--- src/rtl/junction_sequencer.sv ---
// Rover navigation sequencer: debounces the rover sensors, line-follows between junctions and
// sequences timed branch turns and cone U-turns onto the registered motor driver pins.
module junction_sequencer #(
  parameter int DEBOUNCE_CYC = 16,
  parameter int TURN_MIN     = 1000,
  parameter int UTURN_MIN    = 4000,
  parameter int TIMEOUT      = 50000
) (
  input  logic       clk,
  input  logic       reset,
  input  logic       run,
  input  logic [2:0] induct,
  input  logic       proxim,
  input  logic       red,
  output logic [3:0] motorIn,
  output logic [1:0] motorEn,
  output logic       fault,
  output logic       cone_flag,
  output logic [2:0] state_dbg
);

  localparam logic [3:0] MOT_FWD   = 4'b0110;
  localparam logic [3:0] MOT_LEFT  = 4'b1010;
  localparam logic [3:0] MOT_RIGHT = 4'b0101;
  localparam logic [3:0] MOT_OFF   = 4'b0000;

  localparam int DBW = $clog2(DEBOUNCE_CYC + 1);
  localparam int TW  = $clog2(TIMEOUT + 1);

  // Bit order {red, proxim, induct[2:0]}; idle values are red=0, proxim=0, induct=111.
  localparam logic [4:0] DEB_RST = 5'b00111;

  typedef enum logic [2:0] {
    S_IDLE     = 3'd0,
    S_FOLLOW   = 3'd1,
    S_JUNCTION = 3'd2,
    S_TURN     = 3'd3,
    S_UTURN    = 3'd4,
    S_FAULT    = 3'd5
  } state_t;

  logic [4:0] raw_bits;
  logic [4:0] deb_bits;

  assign raw_bits = {red, proxim, induct};

  generate
    for (genvar gi = 0; gi < 5; gi++) begin : g_deb
      logic [DBW-1:0] cnt_reg;
      logic           deb_reg;

      always_ff @(posedge clk) begin
        if (reset) begin
          cnt_reg <= '0;
          deb_reg <= DEB_RST[gi];
        end else if (raw_bits[gi] == deb_reg) begin
          cnt_reg <= '0;
        end else if (cnt_reg == DBW'(DEBOUNCE_CYC - 1)) begin
          cnt_reg <= '0;
          deb_reg <= raw_bits[gi];
        end else begin
          cnt_reg <= cnt_reg + 1'b1;
        end
      end

      assign deb_bits[gi] = deb_reg;
    end
  endgenerate

  logic [2:0] deb_induct;
  logic       deb_proxim;
  logic       deb_red;

  assign deb_induct = deb_bits[2:0];
  assign deb_proxim = deb_bits[3];
  assign deb_red    = deb_bits[4];

  state_t        state_reg;
  logic [TW-1:0] timer_reg;
  logic [3:0]    motor_in_reg;
  logic [1:0]    motor_en_reg;
  logic [3:0]    last_dir_reg;
  logic          fault_reg;
  logic          cone_reg;
  logic          branch_reg;
  logic          red_prev_reg;
  logic          red_rise;

  assign red_rise = deb_red & ~red_prev_reg;

  // Line-follow steering: lost-line and ambiguous patterns keep the last steering direction.
  function automatic logic [3:0] follow_dir(input logic [2:0] ind, input logic [3:0] last);
    logic [3:0] dir;
    dir = last;
    case (ind)
      3'b011, 3'b001: dir = MOT_LEFT;
      3'b110, 3'b100: dir = MOT_RIGHT;
      3'b101:         dir = MOT_FWD;
      default:        dir = last;
    endcase
    return dir;
  endfunction

  // Outputs are loaded with the pattern of the state being entered, so they stay aligned with state_dbg.
  always_ff @(posedge clk) begin
    if (reset) begin
      state_reg    <= S_IDLE;
      timer_reg    <= '0;
      motor_in_reg <= MOT_OFF;
      motor_en_reg <= 2'b00;
      last_dir_reg <= MOT_FWD;
      fault_reg    <= 1'b0;
      cone_reg     <= 1'b0;
      branch_reg   <= 1'b0;
      red_prev_reg <= 1'b0;
    end else begin
      red_prev_reg <= deb_red;
      if (timer_reg != TW'(TIMEOUT)) begin
        timer_reg <= timer_reg + 1'b1;
      end

      if (state_reg != S_FAULT && !run) begin
        state_reg    <= S_IDLE;
        timer_reg    <= '0;
        motor_in_reg <= MOT_OFF;
        motor_en_reg <= 2'b00;
      end else begin
        case (state_reg)
          S_IDLE: begin
            state_reg    <= S_FOLLOW;
            timer_reg    <= '0;
            motor_in_reg <= follow_dir(deb_induct, last_dir_reg);
            motor_en_reg <= 2'b11;
          end

          S_FOLLOW: begin
            last_dir_reg <= follow_dir(deb_induct, last_dir_reg);
            if (deb_proxim) begin
              state_reg    <= S_UTURN;
              timer_reg    <= '0;
              cone_reg     <= 1'b1;
              motor_in_reg <= MOT_LEFT;
            end else if (red_rise) begin
              state_reg <= S_JUNCTION;
              timer_reg <= '0;
            end else begin
              motor_in_reg <= follow_dir(deb_induct, last_dir_reg);
            end
          end

          S_JUNCTION: begin
            state_reg <= S_TURN;
            timer_reg <= '0;
            if (!cone_reg) begin
              branch_reg   <= ~branch_reg;
              motor_in_reg <= branch_reg ? MOT_LEFT : MOT_RIGHT;
            end else begin
              // After a cone the untried branch is the one already selected.
              cone_reg     <= 1'b0;
              motor_in_reg <= branch_reg ? MOT_RIGHT : MOT_LEFT;
            end
          end

          S_TURN: begin
            if (timer_reg >= TW'(TURN_MIN) && !deb_induct[1]) begin
              state_reg    <= S_FOLLOW;
              timer_reg    <= '0;
              last_dir_reg <= MOT_FWD;
              motor_in_reg <= follow_dir(deb_induct, MOT_FWD);
            end else if (timer_reg == TW'(TIMEOUT)) begin
              state_reg    <= S_FAULT;
              timer_reg    <= '0;
              fault_reg    <= 1'b1;
              motor_in_reg <= MOT_OFF;
              motor_en_reg <= 2'b00;
            end
          end

          S_UTURN: begin
            if (timer_reg >= TW'(UTURN_MIN) && !deb_induct[1]) begin
              state_reg    <= S_FOLLOW;
              timer_reg    <= '0;
              motor_in_reg <= follow_dir(deb_induct, last_dir_reg);
            end else if (timer_reg == TW'(TIMEOUT)) begin
              state_reg    <= S_FAULT;
              timer_reg    <= '0;
              fault_reg    <= 1'b1;
              motor_in_reg <= MOT_OFF;
              motor_en_reg <= 2'b00;
            end
          end

          S_FAULT: begin
            if (!run) begin
              state_reg <= S_IDLE;
              timer_reg <= '0;
              fault_reg <= 1'b0;
            end
          end

          default: begin
            state_reg    <= S_IDLE;
            timer_reg    <= '0;
            fault_reg    <= 1'b0;
            motor_in_reg <= MOT_OFF;
            motor_en_reg <= 2'b00;
          end
        endcase
      end
    end
  end

  assign motorIn   = motor_in_reg;
  assign motorEn   = motor_en_reg;
  assign fault     = fault_reg;
  assign cone_flag = cone_reg;
  assign state_dbg = state_reg;

endmodule

--- config.mk ---
export PLATFORM = sky130hd
export DESIGN_NAME = junction_sequencer
export DESIGN_NICKNAME = d
export VERILOG_FILES = /design/src/rtl/junction_sequencer.sv
export SDC_FILE = /design/constraint.sdc
export NUM_CORES = 1
export LEC_CHECK = 0
export ABC_AREA = 0
export BUFFER_PORTS_ARGS = -buffer_cell sky130_fd_sc_hd__buf_2
export CORE_MARGIN = 5
export CORE_UTILIZATION = 65
export DETAILED_ROUTE_END_ITERATION = 6
export PLACE_DENSITY = 0.84
export SYNTH_ARGS = -nofsm -noshare
export SYNTH_HDL_FRONTEND = slang
export SYNTH_SLANG_ARGS = --single-unit
--- constraint.sdc ---
create_clock -name clk -period 2.7 [get_ports clk]
set_input_delay 0.27 -clock clk [delete_from_list [all_inputs] [get_ports clk]]
set_output_delay 0.27 -clock clk [all_outputs]
set_load 0.01 [all_outputs]
==> flow_summary.yaml <==
status:
  status: "finished, violations left"
  violations: "design-rule violations"
cells_and_area:
  post_route_cells_drive_above_1_share: 0.117
  syn_to_final_growth_pct: 8.29
  final_cell_mix: "dfxtp_1, nor2_1, a21oi_1, nand2_1, inv_1"
  n_antenna_cell: 0
  nets: 410
  fill_cells: 365
  largest_register_ffs: 25
  layout_commonest_cell: "dfxtp_1"
cts:
  cts.sinks: 62
  cts_buffer_depth: 2
  cts_tree: "built"
  cts_buffers: 9
  clock_latency_ns: 0.33
  hold_buffers: 0
  path_clk_slew_ns: 0.07
  ctsHtreeMaxLevel: 3
  postCtsResizedCells: 0
  cts-root-buf: "clkbuf_8"
  post-cts-setup-buffers: 0
synthesis:
  syn_avg_cell_area_sq_um: 8.61
  synth_xor_area_frac: 0.0813
  synth_top_cell_area_share: 0.384
  yosys.area_share.simple: 0.224
  synth_area_sq_um: 3230
  synth_compound_area_frac: 0.186
  ys_top_cells_by_area: "dfxtp_1, nor2_1, ha_1, a21oi_1, xnor2_1"
  ys_ff_latch: 62
  synth_fa_ha_area_frac: 0.0503
  synth_cell_types: 61
  syn_inst: 375
  synth_top_family_by_area: "simple AND/OR/NAND/NOR gates"
  async_flop_share: 0
  synth_edf_count: 0
  yosys_warnings: 0
  ys_seq_area_frac: 0.384
  yosys.area.top_type: "dfxtp_1"
  ys.flop_type: "dfxtp_1"
  synth_nets: 396
  synth_mux_area_frac: 0.0124
routing:
  first_pass_iters: 7
  drt-initial-drc-count: 207
  drc_errors: 2
  vias: 2734
  drt_wl_total_mm: 6.66
  antenna_left: 0
  via_per_inst: 5.94
  wl_per_cell_um: 14.5
placed_design:
  place.gp.congestion: 0.877
  io_buffers: 18
  dpl.hpwl_mm: 4.69
global_route:
  grt_pass1_wl_mm: 11.7
  first_global_vias: 2554
  grtUsageMet3: 0.0549
  grt_max_degree: 19
  grt_use_met1: 0.298
  globalRouteOverflowTotal: 0
  grt_busiest_layer: "met2"
  grt_use_total: 0.229
  antenna_found_initial: 0
  grt_use_met2: 0.358
power_and_ir_drop:
  power_switching_share: 0.218
  leakagePower_nw: 1.30
  ir_drop_v: 0.000456
  internal_power_mw: 1.39
  switching_power_uw: 387
  combPwrFrac: 0.038
  p_clk_frac: 0.436
  p_seq_frac: 0.525
  powerDensity_nw_per_um2: 509
die:
  fp.dieW_um: 80.5
  num_rows: 25
  coreArea_sq_um: 4790
  die-area_sq_um: 6480
  start_util: 0.675
  fp.dieH_um: 80.5
  io_pins: 19
sta:
  max_freq_mhz: 460
  tightestPinTransition_ns: 0.627
  fin_crit_sh: 0.805
  slew_headroom: 0.581
  rsz0062_at_grt: "false"
  final.min_clock_period_ns: 2.17
  final-hold-violation-count: 0
  fin_skew_ns: 0.00648
  setup_viol: 0
  whs_ns: 0.179
  slew_violations: 0
  fin_setup_tns_ns: 0
worst_setup_path:
  end_kind: "flop"
  path_max_fanout: 13
  required_ns: 2.95
  start_kind: "flop"
  crit_arrival_ns: 2.42
  path_class: "reg -> reg"
flow_run:
  maxCapViolCount: 0
min_path:
  min_path_type: "in -> reg"
==> cells by family (layout without fill, tap and decap cells) <==
logic type	after synthesis	after routing
xor gates and xnor gates	30	30
muxes	4	4
and+or+nand+nor	139	139
buffers and inverters	40	58
DFF	62	62
AOI/OAI and AO/OA	87	87
adders and majority gates	13	13
==> worst max-delay path, stage by stage (launching register included) <==
cell      delay (ns)
dfxtp_1         0.38
nor4_4          0.41
nand4_1         0.58
a311oi_1        0.41
a21oi_1         0.11
a211oi_1        0.20
==> power by group through the flow <==
stage / Combinational, mW / Clock, mW / Sequential [mW]
after global routing: 0.0774 / 0.841 / 0.936
after detailed placement: 0.0666 / 0 / 0.956
after floorplan: 0.0463 / 0 / 0.955
after global placement: 0.0637 / 0 / 0.955
final: 0.0682 / 0.777 / 0.935
after CTS: 0.0680 / 0.796 / 0.935
==> cell usage after synthesis, types with 2 or more instances <==
| master | n |
|---|---|
| a211oi_1 | 2 |
| a21boi_0 | 2 |
| a21o_1 | 3 |
| a21oi_1 | 30 |
| a221oi_1 | 3 |
| a311oi_1 | 2 |
| a31oi_1 | 2 |
| and3_1 | 6 |
| and3_2 | 2 |
| buf_2 | 3 |
| buf_4 | 3 |
| buf_6 | 2 |
| clkbuf_1 | 6 |
| dfxtp_1 | 62 |
| ha_1 | 13 |
| inv_1 | 22 |
| mux2i_1 | 4 |
| nand2_1 | 25 |
| nand2b_1 | 4 |
| nand3_1 | 18 |
| nand4_1 | 5 |
| nor2_1 | 44 |
| nor2b_1 | 4 |
| nor3_1 | 8 |
| nor3b_1 | 2 |
| nor4_1 | 4 |
| nor4_4 | 2 |
| o2111ai_1 | 3 |
| o211ai_1 | 7 |
| o21ai_0 | 16 |
| o21bai_1 | 2 |
| or3_1 | 7 |
| xnor2_1 | 15 |
| xor2_1 | 15 |
==> stage by stage <==
stage	total power, mW	util	area (sq um)	setup slack, ns	cells
2_1_floorplan	1.00	-	3230	1.01	375
3_5_place_dp	1.02	0.692	3310	0.537	445
6_report	1.78	0.731	3500	0.526	460
3_3_place_gp	1.02	0.692	3310	0.591	445
5_1_grt	1.85	0.731	3500	0.329	460
4_1_cts	1.80	0.731	3500	0.533	460
==> final cells by class <==
cell class,count,area [sq um],area share
inverter,22,82.6,0.0236
clock buffer,11,141,0.0404
sequential,62,1240,0.355
timing repair buffer,21,113,0.0322
tap,67,83.8,0.0240
clock inverter,4,47.5,0.0136
multi-input combinational,273,1790,0.511
==> final timing paths <==
| check | cells past startpoint | slack, ns | endpoint | from |
|---|---|---|---|---|
| worst min-delay path | 3 | 0.18 | g_deb[2].deb_reg$_SDFFE_PP1P_ | induct[2] |
| worst min register to register | 1 | 0.45 | g_deb[2].cnt_reg[0]$_SDFF_PP0_ | g_deb[2].cnt_reg[0]$_SDFF_PP0_ |
| worst max register to register | 5 | 0.53 | fault$_SDFFE_PP0P_ | timer_reg[10]$_SDFF_PP0_ |
| worst max-delay path | 5 | 0.53 | fault$_SDFFE_PP0P_ | timer_reg[10]$_SDFF_PP0_ |
==> per-layer routing <==
| layer | share of wire | routed length, um |
|---|---|---|
| met1 | 0.45 | 2990 |
| met2 | 0.47 | 3100 |
| met3 | 0.068 | 455 |
| met4 | 0.017 | 113 |
| met5 | 0 | 0 |
Note: power is estimated with default switching activity, not from simulation.
